$ cat src/rtl/address_bus_arbiter.sv
// address_bus_arbiter: registered request/grant owner of the CPU address bus.
// Fixed-priority or round-robin winner per cycle, with LOCK and hold limit.
module address_bus_arbiter #(
  parameter int WIDTH       = 16,
  parameter int CHANNELS    = 4,
  parameter int ROUND_ROBIN = 1,
  parameter int MAX_HOLD    = 0,
  localparam int IW = (CHANNELS > 1) ? $clog2(CHANNELS) : 1
) (
  input  logic                      CLK,
  input  logic                      RESET_N,
  input  logic [CHANNELS-1:0]       REQ,
  input  logic [CHANNELS-1:0]       LOCK,
  input  logic [CHANNELS*WIDTH-1:0] ADDR_IN,
  output logic [WIDTH-1:0]          ADDRESS_BUS,
  output logic                      BUS_VALID,
  output logic [CHANNELS-1:0]       GRANT,
  output logic [IW-1:0]             GRANT_ID,
  output logic                      TIMEOUT
);

  localparam int HW =
    (MAX_HOLD > 1) ? $clog2(MAX_HOLD + 1) : 1;
  localparam logic [HW-1:0] HSAT =
    (MAX_HOLD > 0) ? HW'(MAX_HOLD) : {HW{1'b1}};
  localparam logic [CHANNELS-1:0] ONE =
    {{(CHANNELS-1){1'b0}}, 1'b1};

  logic [HW-1:0]       hold_cnt;
  logic [IW-1:0]       rr_ptr;
  logic [WIDTH-1:0]    addr_a [CHANNELS];
  logic [CHANNELS-1:0] elig;
  logic                owned;
  logic                expired;
  logic                others;
  logic                forced;
  logic                cont;
  logic                found;
  logic [IW-1:0]       win;
  logic [IW-1:0]       rr_nxt;

  // Unflatten the per-channel address bus.
  always_comb begin
    for (int i = 0; i < CHANNELS; i++) begin
      addr_a[i] = ADDR_IN[i*WIDTH +: WIDTH];
    end
  end

  // Decide whether the current owner keeps the bus or is forced out.
  always_comb begin
    owned   = BUS_VALID && REQ[GRANT_ID]
              && LOCK[GRANT_ID];
    expired = (MAX_HOLD != 0) && (hold_cnt >= HSAT);
    others  = |(REQ & ~GRANT);
    forced  = owned && expired && others;
    cont    = owned && !forced;
    elig    = forced ? (REQ & ~GRANT) : REQ;
  end

  // Winner search starting at rr_ptr (or at 0 for fixed priority).
  always_comb begin
    int t;
    logic [IW-1:0] ti;
    t     = 0;
    ti    = '0;
    win   = '0;
    found = 1'b0;
    for (int k = 0; k < CHANNELS; k++) begin
      t = k;
      if (ROUND_ROBIN != 0) t = t + int'(rr_ptr);
      if (t >= CHANNELS) t = t - CHANNELS;
      ti = IW'(t);
      if (!found && elig[ti]) begin
        found = 1'b1;
        win   = ti;
      end
    end
    rr_nxt = (int'(win) == CHANNELS - 1)
             ? '0 : win + 1'b1;
  end

  // Registered ownership, address, hold counter and pointer.
  always_ff @(posedge CLK or negedge RESET_N) begin
    if (!RESET_N) begin
      ADDRESS_BUS <= '0;
      BUS_VALID   <= 1'b0;
      GRANT       <= '0;
      GRANT_ID    <= '0;
      TIMEOUT     <= 1'b0;
      hold_cnt    <= '0;
      rr_ptr      <= '0;
    end else if (cont) begin
      ADDRESS_BUS <= addr_a[GRANT_ID];
      TIMEOUT     <= 1'b0;
      if (hold_cnt != HSAT) hold_cnt <= hold_cnt + 1'b1;
    end else if (found) begin
      ADDRESS_BUS <= addr_a[win];
      BUS_VALID   <= 1'b1;
      GRANT       <= ONE << win;
      GRANT_ID    <= win;
      TIMEOUT     <= forced;
      hold_cnt    <= HW'(1);
      if (ROUND_ROBIN != 0) rr_ptr <= rr_nxt;
    end else begin
      ADDRESS_BUS <= '0;
      BUS_VALID   <= 1'b0;
      GRANT       <= '0;
      GRANT_ID    <= '0;
      TIMEOUT     <= 1'b0;
      hold_cnt    <= '0;
    end
  end

endmodule

$ cat config.mk
export PLATFORM = sky130hd
export DESIGN_NAME = address_bus_arbiter
export DESIGN_NICKNAME = d
export VERILOG_FILES = /design/src/rtl/address_bus_arbiter.sv
export SDC_FILE = /design/constraint.sdc
export NUM_CORES = 1
export LEC_CHECK = 0
export CORE_MARGIN = 3
export CORE_UTILIZATION = 35
export CTS_BUF_LIST = sky130_fd_sc_hd__clkbuf_4
export DETAILED_ROUTE_END_ITERATION = 6
export PLACE_DENSITY = 0.69
export SYNTH_ARGS = -nofsm -noshare
export SYNTH_HDL_FRONTEND = slang
export SYNTH_SLANG_ARGS = --single-unit
$ cat constraint.sdc
create_clock -name CLK -period 2.11 [get_ports CLK]
set_input_delay 0.422 -clock CLK [delete_from_list [all_inputs] [get_ports CLK]]
set_output_delay 0.422 -clock CLK [all_outputs]
set_load 0.005 [all_outputs]
==> metrics.txt, run 1 <==
Power Density=1110 mW/mm^2; Avg Inst Size Synth=13.4 sq um; area grow syn2layout=66.9%; syn nets=216; critical path arrival=2.28 ns; CTS buffer count=3; final non-filler cell total=309; Buf+Inv Stages, Crit Path=1; fin nets=321; CP Max Fanout=5; vias in the first global route=1,736; Tmin final=2.04 ns; Hold Crit Class=input port to asynchronous set/reset pin; CP top delay family=compound AO/OA/AOI/OAI gates; Reg clk slew, reported paths=0.15 ns; initial antenna violation count=0; fin util=63.1%; drt drc=0; met2 routed WL=3.00 mm; reg2reg path depth=6; Crit. End Element=flip-flop; routed wire length=5.47 mm; slowest CP cell=a221o_2; skew final=0.0102 ns; Inst Count DP=302; placement row count=25; Placed Area=0.00298 sq mm; largest net degree at the start of global routing=28; status=completed; GP Congestion=0.764; Die Area=0.00621 sq mm; hold slack=0.434 ns; Slew Limit Fails=0; Longest Clk Path Bufs=2; met3 WL post-DR=296 um; First DRT Iteration DRCs=114; Tcrit/Tclk final=96.7%; Tot Pwr=3.44 mW; Initial Utilization=37.8%; crit-path cells=nor2_2, o21bai_1, a221o_2, clkbuf_16, mux4_2, a22o_1; Fin. Hold Viols=0; CTS tree=done; reg-to-reg startpoint=rr_ptr[0]; Max-cap violations=0; Post-DP HPWL=4.14 mm; vias per cell=5.45; Metal-1 WL=2.11 mm; Unique masters post-synth=26; Syn Inst Count=138; Antenna Nets Post-Route=0; DIE HEIGHT=78.8 um; clk sink count=25; Vias=1,685; core area=0.00491 sq mm; first drt pass iteration count=4; CP startpoint kind=flip-flop; Worst EP required=2.35 ns; cts-stage hold buffer count=0; Fmax=0.490 GHz; diodes inserted=0; R2R setup slack=0.07 ns; Mapped Area=0.00186 sq mm; final setup violation count=0; synth warn=0; CTS root buffer=clkbuf_4; GRT overflow=0; first-pass GRT wire length=8.77 mm; Top Layer Used=met4; WL per Instance=17.7 um; Static Leak=1.22 nW; Synth Register Bits=25; Setup CP Type=flip-flop to flip-flop; reg-to-reg endpoint=ADDRESS_BUS[9]; worst-case vdd ir drop=0.000463 V; H-tree levels=1; Clock Latency Late Sink=0.32 ns; Final Instance Area=0.00310 sq mm; biggest cell delay along the critical path=0.46 ns; IO Port Bufs=96; layout cells sized above 1=24.8%; chip width=78.8 um; sequential share of the synthesized area=33.7%; IO Count=98; gr usage total=18.2%
## layout make-up
cell class,count,area (sq um)
multi-input combinational,97,1160
timing repair buffer,113,1180
fill,411,1810
inverter,3,11.3
clock buffer,4,30.0
sequential,25,627
tap,67,83.8
## how the worst max path moves through the flow
stage               cells after the start   startpoint  slack (ns)        endpoint
finish                                  6    rr_ptr[0]        0.07  ADDRESS_BUS[9]
global route                            6    rr_ptr[0]      -0.008  ADDRESS_BUS[6]
detailed placement                      7       REQ[2]       -0.32  ADDRESS_BUS[2]
CTS                                     7       REQ[2]        0.02  ADDRESS_BUS[2]
floorplan                               4  GRANT_ID[1]        0.13  ADDRESS_BUS[0]
global placement                        6       REQ[3]       -0.30  ADDRESS_BUS[4]
## cells in the mapped netlist
master,number,share of area (%)
buf_4,1,0.40
and4_1,1,0.47
nor2b_1,2,0.67
o211ai_1,1,0.40
nand3_1,3,0.81
o22a_1,1,0.47
clkbuf_1,6,1.2
o21bai_1,1,0.40
dfrtp_1,25,34
nor2_1,4,0.81
buf_6,2,1.2
a221o_1,1,0.54
nand2b_1,1,0.34
ha_1,4,2.7
nand2_1,15,3.0
a21oi_2,1,0.47
buf_1,1,0.20
mux4_2,32,39
inv_1,3,0.61
o21ai_0,7,1.9
buf_2,3,0.81
conb_1,1,0.20
mux2_2,1,0.61
o211a_1,1,0.54
a21oi_1,4,1.1
a22o_1,16,7.6
## state kept, by name, summed over array words and instances, names as in the netlist
signal	cells
ADDRESS_BUS	16
GRANT	4
GRANT_ID	2
rr_ptr	2
BUS_VALID	1
## metrics by stage
stage	setup TNS, ns	setup slack (ns)
2_1_floorplan	0	0.132
3_3_place_gp	-5.07	-0.300
3_5_place_dp	-5.45	-0.321
4_1_cts	0	0.0233
5_1_grt	-0.0221	-0.00793
6_report	0	0.0694
## cells in the final DEF, fill, tap and decap left out
| cell | count |
|---|---|
| clkdlybuf4s50_1 | 94 |
| ha_1 | 4 |
| a21oi_1 | 3 |
| dfrtp_1 | 24 |
| dlymetal6s2s_1 | 2 |
| and4_1 | 1 |
| buf_4 | 10 |
| o22a_1 | 1 |
| nor2_1 | 3 |
| mux2_2 | 1 |
| clkbuf_16 | 2 |
| buf_6 | 1 |
| buf_12 | 4 |
| nand2_1 | 15 |
| o21bai_1 | 1 |
| a22o_1 | 16 |
| a21oi_2 | 2 |
| clkbuf_4 | 4 |
| mux4_2 | 32 |
| conb_1 | 1 |
| o21ai_0 | 7 |
| nand3_1 | 3 |
| nor2_2 | 1 |
| a221o_2 | 1 |
| nand2b_4 | 1 |
| o211a_1 | 1 |
| nor2b_1 | 2 |
| inv_1 | 3 |
| dfrtp_2 | 1 |
| o211ai_1 | 1 |
## routing by layer
layer  GRT usage (%)  vias to the layer above
met5               0                        -
met4            5.67                        0
met3            1.70                        4
met2            33.8                       72
met1            22.3                      839
li1                -                      770
## where the power goes
part           internal, mW  switching, mW
Combinational          1.49          0.866
Sequential            0.713          0.136
Clock                0.0868          0.149
## worst reg2reg max path, cell delays in order (launching register included)
cell and delay, ns:
dfrtp_1 0.43, nor2_2 0.06, o21bai_1 0.15, a221o_2 0.46, clkbuf_16 0.20, mux4_2 0.42, a22o_1 0.23
## cell families after synthesis
kind of cell,synth area share (%)
flops,33.7
buf+inv,4.45
simple gates,6.14
compound gates,13.4
other cells,0.202
mux,39.4
fa+ha+maj,2.70
## repair_timing
item / in CTS / in global routing
endpoints found under the setup margin: 0 / 16
setup buffers: 0 / 0
resized for setup: 0 / 7
hold endpoints to repair: 0 / 0
(Power assumes the default switching activity.)
==> run 2, diff against run 1 <==
- clock period: 2.11 -> 2.4 ns (I/O delays scaled with it)
==> run 2 against run 1 <==
  * Routed wire length shrank 1.5%
  * Clock power shrank 19%
  * First-iteration DRC count down 50%
  * Worst hold slack better by 0.059 ns
  * Setup slack better by 0.13 ns
  * Critical path type is now input port to flip-flop
==> metrics.txt, run 2 (synthesis results as in run 1) <==
first-pass GRT wire length=9.08 mm; diodes inserted=0; Tmin final=2.20 ns; IO Port Bufs=96; CTS root buffer=clkbuf_4; GP Congestion=0.808; Largest Register=ADDRESS_BUS; area grow syn2layout=62.8%; Tcrit/Tclk final=91.7%; chip width=78.8 um; clk sink count=25; hold depth=2; Reg area=626 sq um; Antenna Nets Post-Route=0; top flop regs=ADDRESS_BUS x16, GRANT x4; CTS tree=done; vias in the first global route=1,762; Buf+Inv Stages, Crit Path=2; commonest cells after routing, fill and taps aside=96 x clkdlybuf4s50_1, 32 x mux4_2, 25 x dfrtp_1; biggest cell delay along the critical path=0.53 ns; CP Max Fanout=13; initial antenna violation count=0; routed wire length=5.39 mm; drt drc=0; Power Density=962 mW/mm^2; Fin. Hold Viols=0; Post-DP HPWL=4.30 mm; Clock Latency Late Sink=0.32 ns; P_int=1.92 mW; largest net degree at the start of global routing=28; core area=0.00491 sq mm; layout cells sized above 1=22.7%; First DRT Iteration DRCs=57; DIE HEIGHT=78.8 um; post-CTS sizing=0; fillers=409; Longest Clk Path Bufs=2; Seq pwr share=24.8%; Worst EP required=2.62 ns; Max-cap violations=0; skew final=0.00738 ns; reg-to-reg endpoint=ADDRESS_BUS[11]; Slew Limit Fails=0; most common cell after layout, fill and taps aside=clkdlybuf4s50_1; gr usage total=18.4%; setup bufs post-CTS=0; CP top delay family=buffers and inverters; H-tree levels=1; Worst Hold Launch=GRANT[1]; Sw Share=34.1%; WL per Instance=17.4 um; Die Area=0.00621 sq mm; Sw Pwr=991 uW; max FFs per register=16; slowest CP cell=clkdlybuf4s50_1; cts-stage hold buffer count=0; IO Count=98; Setup CP Type=input port to flip-flop; crit-path cells=clkdlybuf4s50_1, nand2b_1, a21oi_1, a221o_1, buf_12, mux4_2, a22o_1; critical path arrival=2.43 ns; placement row count=25; final setup violation count=0; Crit. End Element=flip-flop; combinational share of power=68.6%; Fmax=0.454 GHz; status=completed; Tot Pwr=2.91 mW; R2R setup slack=0.32 ns; vias per cell=5.39; GRT overflow=0; CP startpoint kind=input port; unrepaired setup endpoints after global routing=false; Reg clk slew, reported paths=0.14 ns; WHS Endpoint=GRANT[1]; fin nets=321; final worst slack=0.199 ns; clock power share=6.6%; Initial Utilization=37.8%; reg2reg path depth=6; Static Leak=1.18 nW; worst-case vdd ir drop=0.000384 V; reg-to-reg startpoint=rr_ptr[1]; first drt pass iteration count=4; post-place setup slack=-0.119 ns; Stages on worst setup path=7; CTS buffer count=3; Vias=1,664; Hold Crit Class=flip-flop to flip-flop; multi-input logic area=0.00115 sq mm
run 2: changes by cell type in the layout (fill, tap and decap cells not counted), moves of 2 or more:
cell / delta
buf_4: +4
dlymetal6s2s_1: -2
clkdlybuf4s50_1: +2
clkbuf_16: -2
run 2: area by class of cell:
cell class              instances  area share, %
clock buffers                   3          0.745
inverters                       3          0.373
well taps                      67           2.77
flip-flops and latches         25           20.7
multi-input cells              97           38.0
repair buffers                113           37.3
clock inverters                 1          0.166
run 2: through the flow:
step	instance area (sq um)	util [%]	TNS, ns	cells	hold slack (ns)
6_report	3020	61.5	0	309	0.493
5_1_grt	3020	61.5	0	309	0.514
4_1_cts	3020	61.5	0	309	0.498
3_5_place_dp	2990	61.0	-1.55	305	0.469
3_3_place_gp	2990	61.0	-1.33	305	0.465
2_1_floorplan	1860	-	0	138	0.184
run 2: worst max path at each step:
stage,startpoint,endpoint,slack (ns)
after floorplan,GRANT_ID[1],ADDRESS_BUS[0],0.42
after global placement,REQ[2],ADDRESS_BUS[11],-0.11
after detailed placement,REQ[2],ADDRESS_BUS[5],-0.12
after CTS,REQ[2],ADDRESS_BUS[5],0.22
after global routing,REQ[2],ADDRESS_BUS[14],0.07
final,REQ[2],ADDRESS_BUS[13],0.20
run 2: routing by layer:
layer / vias up / GRT usage, % / wire length (um)
li1: 768 / - / -
met1: 822 / 24.2 / 2190
met2: 64 / 31.9 / 2800
met3: 10 / 1.13 / 267
met4: 0 / 7.22 / 129
met5: - / 0 / 0
run 2: power by group through the flow:
| stage | clock network, mW | logic, mW | registers, mW |
|---|---|---|---|
| 2_1_floorplan | 0 | 1.15 | 0.736 |
| 4_1_cts | 0.203 | 2.03 | 0.723 |
| 6_report | 0.191 | 2.00 | 0.721 |
| 3_3_place_gp | 0 | 1.99 | 0.729 |
| 3_5_place_dp | 0 | 2.02 | 0.734 |
| 5_1_grt | 0.218 | 2.17 | 0.744 |
run 2: worst reg2reg max path: stages, from the launching register on:
cell	delay, ns
dfrtp_1	0.46
nor2_1	0.08
o21bai_1	0.15
a221o_1	0.43
buf_12	0.19
mux4_2	0.42
a22o_1	0.25
==> run 3, diff against run 2 <==
- CORE_UTILIZATION: 35 -> 44
- PLACE_DENSITY: 0.69 -> 0.84
- SETUP_SLACK_MARGIN: unset -> 0.4
==> run 3 against run 2 <==
  * Sequential power grew 8.9%
  * Die area decreased by 19%
  * Setup slack better by 0.10 ns
  * Worst hold slack worse by 0.0093 ns
  * Critical path depth did not move
  * Register-to-register slack worse by 0.02 ns
  * Cell area increased by 4.1%
  * Clock-buffer cell count increased by 1
  * Via count up 10%
  * Non-clock buffer count is 4 higher
  * Critical endpoint is now ADDRESS_BUS[10]
  * Largest cell class is now buffers
==> metrics.txt, run 3 (synthesis results as in run 1) <==
most common cell after layout, fill and taps aside=clkdlybuf4s50_1; worst-case vdd ir drop=0.000717 V; Hold Crit Class=input port to asynchronous set/reset pin; critical path arrival=2.34 ns; DIE HEIGHT=70.9 um; status=completed; layout cells sized above 1=28.5%; Crit. End Element=flip-flop; fin util=81.6%; fillers=225; first-pass GRT wire length=11.2 mm; drt drc=0; largest net degree at the start of global routing=28; core area=0.00385 sq mm; gr usage total=29.2%; diodes inserted=0; reg-to-reg startpoint=rr_ptr[1]; crit-path cells=nor2_2, o21bai_1, a221o_2, buf_6, buf_16, mux4_2, a22o_1; CP Max Fanout=5; CP startpoint=rr_ptr[1]; fin nets=325; Vias=1,830; Buf+Inv Stages, Crit Path=2; unrepaired setup endpoints after global routing=true; Placed Area=0.00293 sq mm; Tmin final=2.10 ns; Setup CP Type=flip-flop to flip-flop; vias in the first global route=2,005; placement row count=22; Longest Clk Path Bufs=2; Tot Pwr=3.24 mW; Tcrit/Tclk final=87.4%; Slew Limit Fails=0; Worst setup endpoint=ADDRESS_BUS[10]; Max-cap violations=0; routed wire length=6.94 mm; CTS buffer count=3; chip width=70.9 um; max FFs per register=16; CP startpoint kind=flip-flop; GRT overflow=0; CTS root buffer=clkbuf_4; R2R setup slack=0.30 ns; Clock Latency Late Sink=0.34 ns; Static Leak=1.23 nW; top flop regs=ADDRESS_BUS x16, GRANT x4; Reg area=629 sq um; reg-to-reg endpoint=ADDRESS_BUS[10]; area grow syn2layout=69.5%; First DRT Iteration DRCs=202; vias per cell=6.22; Worst EP required=2.64 ns; H-tree levels=1; Fmax=0.477 GHz; multi-input logic area=0.00119 sq mm; Die Area=0.00503 sq mm; slowest CP cell=dfrtp_2; Final Instance Area=0.00315 sq mm; IO Port Bufs=96; Power Density=1030 mW/mm^2; initial antenna violation count=0; setup TNS after final layout=0 ns; biggest cell delay along the critical path=0.44 ns; Post-DP HPWL=4.84 mm; Inst Count DP=282; first drt pass iteration count=4; Initial Utilization=48.1%; commonest cells after routing, fill and taps aside=92 x clkdlybuf4s50_1, 32 x mux4_2, 22 x dfrtp_1; skew final=0.00613 ns; Antenna Nets Post-Route=0; cts-stage hold buffer count=0; GP Congestion=0.893; CTS tree=done; Largest Register=ADDRESS_BUS; WL per Instance=23.6 um; IO Count=98; clk sink count=25; Stages on worst setup path=7; Reg clk slew, reported paths=0.14 ns; final non-filler cell total=294; final setup violation count=0; Fin. Hold Viols=0; CP top delay family=compound AO/OA/AOI/OAI gates; reg2reg path depth=7
[run 3: per-layer routing]
layer  vias to the layer above  share of wire [%]  track usage [%]
li1                        776                  -                -
met1                       927                 37             36.0
met2                       109                 51             49.6
met3                        18                8.8             8.52
met4                         0                2.7             8.98
met5                         -                  0                0
[run 3: worst min-delay path by stage]
stage                  start         endpoint  slack (ns)
finish               RESET_N   ADDRESS_BUS[7]        0.48
global route         RESET_N  ADDRESS_BUS[15]        0.50
CTS                  RESET_N  ADDRESS_BUS[15]        0.50
detailed placement  GRANT[1]         GRANT[1]        0.47
global placement    GRANT[3]         GRANT[3]        0.47
floorplan            RESET_N   ADDRESS_BUS[0]        0.18
[run 3: what timing repair did]
action / 4_1_cts / 5_1_grt
buffers inserted: 5 / 0
pin swaps: 12 / 6
cloned: 3 / 0
endpoints found under the setup margin: 18 / 22
resized for setup: 17 / 12
[run 3: layout make-up]
type	instances	area share [%]
Clock buffer	4	0.955
Inverter	3	0.597
Multi-Input combinational cell	97	37.8
Sequential cell	25	20.0
Tap cell	48	1.91
Timing Repair Buffer	117	38.7
[run 3: report_power, final]
group	switching [mW]	internal (mW)
logic	0.841	1.40
clock network	0.138	0.0767
registers	0.155	0.630
total	1.13	2.10
[run 3: stage by stage]
step,setup slack (ns),hold slack [ns]
final,0.302,0.484
after global routing,0.243,0.503
after CTS,0.335,0.500
after detailed placement,-0.130,0.475
after global placement,-0.0305,0.467
after floorplan,0.422,0.184
